[config.mk]
export PLATFORM = sky130hd
export DESIGN_NAME = usb_wb_master
export DESIGN_NICKNAME = d
export VERILOG_FILES = /design/src/rtl/usb_wb_master.sv
export SDC_FILE = /design/constraint.sdc
export NUM_CORES = 1
export LEC_CHECK = 0
export BUFFER_PORTS_ARGS = -buffer_cell sky130_fd_sc_hd__buf_2
export CORE_ASPECT_RATIO = 0.5
export CORE_MARGIN = 2
export CORE_UTILIZATION = 50
export CTS_CLUSTER_SIZE = 25
export DETAILED_ROUTE_END_ITERATION = 8
export GPL_TIMING_DRIVEN = 0
export PLACE_DENSITY = 0.85
export SETUP_SLACK_MARGIN = 0.02
export SYNTH_ARGS = -nofsm -noshare
export SYNTH_HDL_FRONTEND = slang
export SYNTH_SLANG_ARGS = --single-unit
[constraint.sdc]
create_clock -name i_wb_clk -period 3.8 [get_ports i_wb_clk]
set_clock_uncertainty 0.05 [all_clocks]
set_input_delay 0.38 -clock i_wb_clk [delete_from_list [all_inputs] [get_ports i_wb_clk]]
set_output_delay 0.38 -clock i_wb_clk [all_outputs]
set_load 0.05 [all_outputs]
[src/rtl/usb_wb_master.sv]
// Wishbone pipelined initiator for the USB device register port. It runs one single-beat read or write at a time.
// Latency: command accepted at edge N puts cyc/stb up in N+1. With no stall and an immediate ack, the response is valid in N+2.
// Backpressure: cmd_ready is low from accept until the response is consumed. A stalled stb holds every request field. The response is held until rsp_ready.
//
// Ports:
//   i_wb_clk, i_wb_reset          : clock and synchronous active-high reset
//   i_cmd_* / o_cmd_ready          : command channel (we, addr, data, sel)
//   o_wb_* / i_wb_stall/ack/data   : Wishbone pipelined master side
//   o_rsp_* / i_rsp_ready          : response channel (read data, timeout error)
module usb_wb_master #(
  parameter int ADDR_W  = 32,
  parameter int DATA_W  = 32,
  parameter int TIMEOUT = 256
) (
  input  logic                  i_wb_clk,
  input  logic                  i_wb_reset,
  input  logic                  i_cmd_valid,
  output logic                  o_cmd_ready,
  input  logic                  i_cmd_we,
  input  logic [ADDR_W-1:0]     i_cmd_addr,
  input  logic [DATA_W-1:0]     i_cmd_data,
  input  logic [DATA_W/8-1:0]   i_cmd_sel,
  output logic                  o_wb_cyc,
  output logic                  o_wb_stb,
  output logic                  o_wb_we,
  output logic [ADDR_W-1:0]     o_wb_addr,
  output logic [DATA_W-1:0]     o_wb_data,
  output logic [DATA_W/8-1:0]   o_wb_sel,
  input  logic                  i_wb_stall,
  input  logic                  i_wb_ack,
  input  logic [DATA_W-1:0]     i_wb_data,
  output logic                  o_rsp_valid,
  input  logic                  i_rsp_ready,
  output logic [DATA_W-1:0]     o_rsp_data,
  output logic                  o_rsp_err
);
  localparam int SEL_W = DATA_W / 8;
  localparam int CNT_W = $clog2(TIMEOUT + 1);
  localparam logic [CNT_W-1:0] CNT_MAX = CNT_W'(TIMEOUT);

  typedef enum logic [1:0] {S_IDLE, S_REQ, S_WAIT, S_RSP} state_t;

  state_t              r_state, w_state_nxt;
  logic [CNT_W-1:0]    r_cnt, w_cnt_nxt, w_cnt_inc;
  logic                r_cmd_ready, w_cmd_ready_nxt;
  logic                r_cyc, w_cyc_nxt;
  logic                r_stb, w_stb_nxt;
  logic                r_we;
  logic [ADDR_W-1:0]   r_addr;
  logic [DATA_W-1:0]   r_data;
  logic [SEL_W-1:0]    r_sel;
  logic                r_rsp_valid, w_rsp_valid_nxt;
  logic [DATA_W-1:0]   r_rsp_data, w_rsp_data_nxt;
  logic                r_rsp_err, w_rsp_err_nxt;
  logic                w_ack, w_expire, w_load, w_rsp_load;

  always_comb begin
    w_state_nxt     = r_state;
    w_cnt_nxt       = r_cnt;
    w_cyc_nxt       = r_cyc;
    w_stb_nxt       = r_stb;
    w_rsp_valid_nxt = r_rsp_valid;
    w_rsp_data_nxt  = '0;
    w_rsp_err_nxt   = 1'b0;
    w_load          = 1'b0;
    w_rsp_load      = 1'b0;
    // The counter value seen in a REQ/WAIT cycle is the number of cycles before this one.
    // w_cnt_inc is therefore the 1-based number of the current cycle. It saturates so it can never wrap.
    w_cnt_inc       = (r_cnt >= CNT_MAX) ? r_cnt : r_cnt + CNT_W'(1);
    w_expire        = (w_cnt_inc >= CNT_MAX);
    // An ack only counts once the request is on the bus, either issuing now or already issued.
    w_ack           = i_wb_ack && r_cyc &&
                      (((r_state == S_REQ) && !i_wb_stall) || (r_state == S_WAIT));
    case (r_state)
      S_IDLE: begin
        if (r_cmd_ready && i_cmd_valid) begin
          w_state_nxt = S_REQ;
          w_cyc_nxt   = 1'b1;
          w_stb_nxt   = 1'b1;
          w_cnt_nxt   = '0;
          w_load      = 1'b1;
        end
      end
      S_REQ, S_WAIT: begin
        w_cnt_nxt = w_cnt_inc;
        // An ack arriving in the expiry cycle takes priority over the timeout.
        if (w_ack || w_expire) begin
          w_state_nxt     = S_RSP;
          w_cyc_nxt       = 1'b0;
          w_stb_nxt       = 1'b0;
          w_rsp_valid_nxt = 1'b1;
          w_rsp_load      = 1'b1;
          w_rsp_err_nxt   = !w_ack;
          w_rsp_data_nxt  = (w_ack && !r_we) ? i_wb_data : '0;
        end else if ((r_state == S_REQ) && !i_wb_stall) begin
          w_state_nxt = S_WAIT;
          w_stb_nxt   = 1'b0;
        end
      end
      S_RSP: begin
        if (i_rsp_ready) begin
          w_state_nxt     = S_IDLE;
          w_rsp_valid_nxt = 1'b0;
        end
      end
      default: w_state_nxt = S_IDLE;
    endcase
    w_cmd_ready_nxt = (w_state_nxt == S_IDLE);
  end

  always_ff @(posedge i_wb_clk) begin
    if (i_wb_reset) begin
      r_state     <= S_IDLE;
      r_cnt       <= '0;
      r_cmd_ready <= 1'b0;
      r_cyc       <= 1'b0;
      r_stb       <= 1'b0;
      r_we        <= 1'b0;
      r_addr      <= '0;
      r_data      <= '0;
      r_sel       <= '0;
      r_rsp_valid <= 1'b0;
      r_rsp_data  <= '0;
      r_rsp_err   <= 1'b0;
    end else begin
      r_state     <= w_state_nxt;
      r_cnt       <= w_cnt_nxt;
      r_cmd_ready <= w_cmd_ready_nxt;
      r_cyc       <= w_cyc_nxt;
      r_stb       <= w_stb_nxt;
      r_rsp_valid <= w_rsp_valid_nxt;
      if (w_load) begin
        r_we   <= i_cmd_we;
        r_addr <= i_cmd_addr;
        r_data <= i_cmd_data;
        r_sel  <= i_cmd_sel;
      end
      if (w_rsp_load) begin
        r_rsp_data <= w_rsp_data_nxt;
        r_rsp_err  <= w_rsp_err_nxt;
      end
    end
  end

  assign o_cmd_ready = r_cmd_ready;
  assign o_wb_cyc    = r_cyc;
  assign o_wb_stb    = r_stb;
  assign o_wb_we     = r_we;
  assign o_wb_addr   = r_addr;
  assign o_wb_data   = r_data;
  assign o_wb_sel    = r_sel;
  assign o_rsp_valid = r_rsp_valid;
  assign o_rsp_data  = r_rsp_data;
  assign o_rsp_err   = r_rsp_err;

endmodule

==> reports/qor.yml, run 1 <==
status:
  outcome: "finished, violations left"
  violations: "DRC"
setup_path:
  r2r-start: "r_state[0]$_SDFF_PP0_"
  critical_path_peak_fanout: 10
  worst_setup_path_end_kind: "register"
  cp-start-kind: "register"
  arrival_ps: 2500
  reg2reg_to: "o_wb_cyc$_SDFFE_PP0P_"
  crit_required_ps: 4010
  worstSetupPathType: "reg2reg"
  r2r_cells: 8
  reg2reg_setup_slack_ps: 1510
timing:
  finalSetupViolations: 0
  max_slew_margin: 0.566
  fin_crit_ps: 2290
  drv_slew: 0
  timing.hold.ws_ps: 166
  finalHoldViolCount: 0
  tns_ps: 0
  fin_crit_sh: 0.602
  rsz0062_at_grt: "no"
  max_slew.worst_pin.slew_ps: 651
  fmax_mhz: 437
synthesis:
  synthDistinctLibCells: 46
  synth_ff_type: "dfxtp_1"
  synth_edf_count: 0
  ys_seq_area_frac: 0.505
  yosysWarnings: 0
  netlist_area_sq_um: 4630
  ys_ff_latch: 117
  postSynthAreaPerCell_sq_um: 8.31
  synthCells: 558
  async_flop_share: 0
  syn_nets: 672
finish:
  layout_common_cells: "221 x buf_2, 144 x nand2_1, 117 x dfxtp_1, 107 x a21oi_1, 41 x clkbuf_1"
  fin_nets: 903
  finish.instance_area_sq_um: 6480
  area_growth_pct: 39.9
  diodes: 0
  drive_gt1_frac: 0.322
  final_common_cell: "buf_2"
global_route:
  grt_pass1_vias: 4558
  grt_overflow: 0
  track_usage: 0.261
  grt_max_degree: 17
  antenna_found_initial: 0
  grt_pass1_wl_um: 21200
floorplanning:
  die_y_um: 72.1
  core-area_sq_um: 8860
  initial_core_util: 0.523
  rows: 24
  io_pins: 213
  dieWidth_um: 140
  dieArea_sq_um: 10100
pwr:
  power.density_nw_per_um2: 652
  total_power_mw: 4.22
  p_leak_nw: 2.82
  peakVddDrop_uv: 470
drt:
  wl_um: 13400
  drt-vias-per-instance: 5.28
  firstDrtPassIters: 9
  drc: 11
  vias: 4853
  drtIter0Drc: 313
  drtAntennaViolNets: 0
  routedWlPerCell_um: 14.6
hold_path:
  worstHoldPathCells: 3
  holdPathEnd: "o_wb_data[29]$_SDFFE_PP0P_"
  hold_path.class: "in2reg"
  hp-start: "i_cmd_data[29]"
cts:
  cts_tree: "built"
  cts_resized: 0
  numClockSinks: 117
  cts_root_buffer: "clkbuf_16"
  hold_buffers: 0
  cts_buffer_depth: 2
  post-cts-setup-buffer-count: 0
  worst_skew_pair.late_latency_ps: 400
  cts_buffers: 17
  cts_max_level: 4
  clk_pin_slew_ps: 50
placed_design:
  place_hpwl_um: 9510
  placed_area_sq_um: 5840
  port_buffers: 212
  globalplace.congestion: 0.882
flow_run:
  max_cap_viol_count: 0
[cell usage after synthesis (all sizes together) (2+ instances only)]
cell type | count | area (sq um)
a2111oi | 3 | 38.8
a211oi | 4 | 30.0
a21o | 2 | 15.0
a21oi | 107 | 536
a31oi | 2 | 12.5
and4 | 2 | 17.5
buf | 11 | 56.3
clkbuf | 37 | 139
dfxtp | 117 | 2340
ha | 7 | 87.6
inv | 11 | 41.3
mux2i | 2 | 20.0
nand2 | 145 | 547
nand2b | 2 | 20.0
nand3 | 36 | 185
nand4b | 32 | 280
nor2 | 8 | 30.0
nor2b | 2 | 12.5
o21ai | 3 | 15.0
xnor2 | 5 | 43.8
[sequential cells by signal, indices dropped and copies added, names as in the netlist]
signal / flops
o_cmd_ready: 1
o_rsp_data: 32
o_rsp_err: 1
o_rsp_valid: 1
o_wb_addr: 32
o_wb_cyc: 1
o_wb_data: 32
o_wb_sel: 4
o_wb_stb: 1
o_wb_we: 1
r_cnt: 9
r_state: 2
[report_power, final]
part | switching [mW] | internal (mW)
clock network | 0.539 | 1.20
registers | 0.0721 | 1.35
logic | 0.789 | 0.282
total | 1.40 | 2.82
[worst max-delay path, cell delays in order (launching register included)]
cell	delay [ps]
dfxtp_1	350
inv_1	120
ha_1	300
nand3_2	120
clkbuf_1	450
clkbuf_1	440
nor2_1	70
a31oi_1	150
a21oi_1	90
[metrics by stage]
step | std cells | utilization | setup slack [ps]
after floorplan | 558 | - | 1910
after global placement | 887 | 0.659 | 1550
after detailed placement | 887 | 0.659 | 1510
after CTS | 919 | 0.732 | 1510
after global routing | 919 | 0.732 | 1330
final | 919 | 0.732 | 1510
[final cells by class]
| type | instances | area [sq um] |
|---|---|---|
| Tap cell | 117 | 146 |
| Multi-Input combinational cell | 382 | 2060 |
| Fill cell | 693 | 2370 |
| Clock inverter | 9 | 174 |
| Clock buffer | 23 | 468 |
| Inverter | 11 | 41.3 |
| Buffer | 48 | 195 |
| Timing Repair Buffer | 212 | 1060 |
| Sequential cell | 117 | 2340 |
[metal layers]
metal	global-route usage	wire (um)	vias up	share of wire
met5	0	0	-	0
met1	0.311	5630	2277	0.42
met4	0.112	280	0	0.021
met2	0.454	6640	173	0.50
li1	-	-	2378	-
met3	0.0686	827	25	0.062
[worst max-delay path by stage]
stage	endpoint	cells after the start	startpoint
after floorplan	o_rsp_data[10]$_SDFFE_PP0P_	8	r_state[0]$_SDFF_PP0_
final	o_wb_cyc$_SDFFE_PP0P_	8	r_state[0]$_SDFF_PP0_
after CTS	o_wb_cyc$_SDFFE_PP0P_	8	r_state[0]$_SDFF_PP0_
after detailed placement	o_wb_cyc$_SDFFE_PP0P_	8	r_state[0]$_SDFF_PP0_
after global routing	o_rsp_data[21]$_SDFFE_PP0P_	7	r_state[1]$_SDFF_PP0_
after global placement	o_wb_cyc$_SDFFE_PP0P_	8	r_state[0]$_SDFF_PP0_
[kinds of logic (layout without fill, tap and decap cells)]
kind of cell             count (synthesis)  in the layout  synth area share
flip-flops                             117            117             0.505
multiplexers                             3              3           0.00675
AO/OA/AOI/OAI                          133            133             0.162
adder cells (fa/ha/maj)                  7              7            0.0189
AND/OR/NAND/NOR                        234            234             0.246
buffers and inverters                   59            303            0.0510
XOR/XNOR                                 5              5           0.00945
Power figures use the tool's default switching activity.
==> run 2: changes to the inputs <==
--- a/config.mk
+++ b/config.mk
@@ -8,11 +8,11 @@
 export BUFFER_PORTS_ARGS = -buffer_cell sky130_fd_sc_hd__buf_2
 export CORE_ASPECT_RATIO = 0.5
 export CORE_MARGIN = 2
-export CORE_UTILIZATION = 50
+export CORE_UTILIZATION = 42
 export CTS_CLUSTER_SIZE = 25
 export DETAILED_ROUTE_END_ITERATION = 8
 export GPL_TIMING_DRIVEN = 0
-export PLACE_DENSITY = 0.85
+export PLACE_DENSITY = 0.76
 export SETUP_SLACK_MARGIN = 0.02
 export SYNTH_ARGS = -nofsm -noshare
 export SYNTH_HDL_FRONTEND = slang
==> constraint.sdc (replaced) <==
create_clock -name i_wb_clk -period 2.1 [get_ports i_wb_clk]
set_clock_uncertainty 0.05 [all_clocks]
set_input_delay 0.21 -clock i_wb_clk [delete_from_list [all_inputs] [get_ports i_wb_clk]]
set_output_delay 0.21 -clock i_wb_clk [all_outputs]
set_load 0.05 [all_outputs]
==> run 2 against run 1 <==
The run now ends clean. Wire length rose by 6.0%. Via count is 3.5% higher. Final cell count increased by 9.0%. Hold slack lost 150 ps. Sequential power grew 80%. Combinational power increased by 91%. Power is 78% higher. Maximum frequency up 16%. Die area up 18%. Clock power increased by 68%. Critical path type unchanged.
==> reports/qor.yml, run 2 (synthesized netlist as in run 1, its figures left out) <==
status:
  outcome: "completed"
flow_run:
  max_cap_viol_count: 0
placed_design:
  place_hpwl_um: 9290
  dp_cells: 915
  globalplace.congestion: 0.786
  port_buffers: 212
global_route:
  grt_pass1_vias: 4826
  grt_max_degree: 17
  grt_pass1_wl_um: 22500
  grt_overflow: 0
  antenna_found_initial: 0
  track_usage: 0.232
setup_path:
  crit_buf_inv: 4
  critical_path_peak_fanout: 10
  max_stage_delay_ps: 330
  slowest_stage: "dfxtp_2"
  crit_required_ps: 2370
  worstSetupPathType: "reg2reg"
  r2r-start: "r_state[0]$_SDFF_PP0_"
  cp_top_family: "buffers and inverters"
  worst_setup_path_end_kind: "register"
  cp-start-kind: "register"
  crit_path_start: "r_state[0]$_SDFF_PP0_"
  arrival_ps: 2250
  cp_cell_sequence: "inv_2, ha_2, buf_2, and4_1, a22oi_2, buf_4, clkbuf_4, nand3_1, a21oi_1"
cts:
  numClockSinks: 117
  cts_root_buffer: "clkbuf_16"
  worst_skew_pair.late_latency_ps: 400
  clk_pin_slew_ps: 60
  cts_max_level: 4
  cts_tree: "built"
  cts_buffers: 17
  cts_buffer_depth: 2
timing:
  max_slew.worst_pin.slew_ps: 688
  drv_slew: 0
  rsz0062_at_grt: "no"
  finalHoldViolCount: 0
  max_slew_margin: 0.541
  fmax_mhz: 506
  finalSetupViolations: 0
  fin_crit_ps: 1980
  fin_crit_sh: 0.941
finish:
  final_cells: 1002
  fin_nets: 958
  fillers: 900
  layout_common_cells: "219 x buf_2, 144 x nand2_1, 115 x dfxtp_1, 107 x a21oi_1, 50 x dlygate4sd3_1"
  area_growth_pct: 52.3
  fin_util: 0.649
  diodes: 0
  final_common_cell: "buf_2"
  drive_gt1_frac: 0.334
floorplanning:
  die_y_um: 78.3
  initial_core_util: 0.426
  dieWidth_um: 153
  rows: 27
  dieArea_sq_um: 11900
  core-area_sq_um: 10900
  io_pins: 213
drt:
  drtAntennaViolNets: 0
  wl_um: 14200
  drt-vias-per-instance: 5.01
  firstDrtPassIters: 4
  drtIter0Drc: 252
  vias: 5024
  routedWlPerCell_um: 14.1
  drc: 0
hold_path:
  hold_path.class: "in2reg"
  hp-start: "i_cmd_data[7]"
pwr:
  p_leak_nw: 3.06
  total_power_mw: 7.53
  power.density_nw_per_um2: 1070
  peakVddDrop_uv: 540
==> run 2: changes by cell type in the layout (fill, tap and decap cells not counted), sizes merged <==
| cell | delta |
|---|---|
| buf | +4 |
| bufinv | -2 |
| clkbuf | -5 |
| clkinv | +1 |
| clkinvlp | +4 |
| dlygate4sd3 | +50 |
| inv | +3 |
==> run 2: worst paths after layout <==
path,endpoint,slack (ps),depth (start not counted)
min reg2reg,o_wb_addr[13]$_SDFFE_PP0P_,400,2
min,o_wb_data[7]$_SDFFE_PP0P_,10,3
max reg2reg,o_rsp_data[23]$_SDFFE_PP0P_,120,9
max,o_rsp_data[23]$_SDFFE_PP0P_,120,9
==> run 2: final cells by class <==
cell class                 count  area [sq um]  share of cell area
sequential                   117          2340               0.332
multi-input combinational    382          2060               0.293
timing repair buffer         268          1610               0.228
clock buffer                  17           425              0.0603
buffer                        47           214              0.0303
tap                          145           181              0.0257
clock inverter                15           179              0.0254
inverter                      11          41.3             0.00585
==> run 2: repair_timing <==
item                       CTS  global route
hold buffers                50             0
resized for setup            6            27
pin swaps                    2             0
setup buffers                6             0
hold endpoints to repair    50             0
setup endpoints to repair  102            69
==> run 2: worst register-to-register path: stages (launching register included) <==
cell and delay (ps):
dfxtp_2 330, inv_2 100, ha_2 270, buf_2 170, and4_1 220, a22oi_2 170, buf_4 170, clkbuf_4 190
nand3_1 100, a21oi_1 140
==> run 2: metrics by stage <==
stage | worst slack (ps) | hold WS, ps | instance area [sq um] | TNS [ps]
after global routing | 22.0 | 2.53 | 7060 | 0
after CTS | 26.7 | 0.382 | 7040 | 0
final | 123 | 12.9 | 7060 | 0
after floorplan | 211 | 296 | 4630 | 0
after detailed placement | -274 | 393 | 5880 | -9140
after global placement | -247 | 388 | 5880 | -6410
==> run 2: per-layer routing <==
layer  routed length, um  vias to the layer above  GRT usage
li1                    -                     2499          -
met1                6150                     2322      0.284
met2                6970                      177      0.398
met3                 765                       26     0.0541
met4                 301                        0     0.0991
met5                   0                        -          0
==> run 2: power breakdown <==
group | switching (mW) | internal (mW)
combinational | 1.45 | 0.589
sequential | 0.126 | 2.44
clock | 1.06 | 1.87
total | 2.64 | 4.90
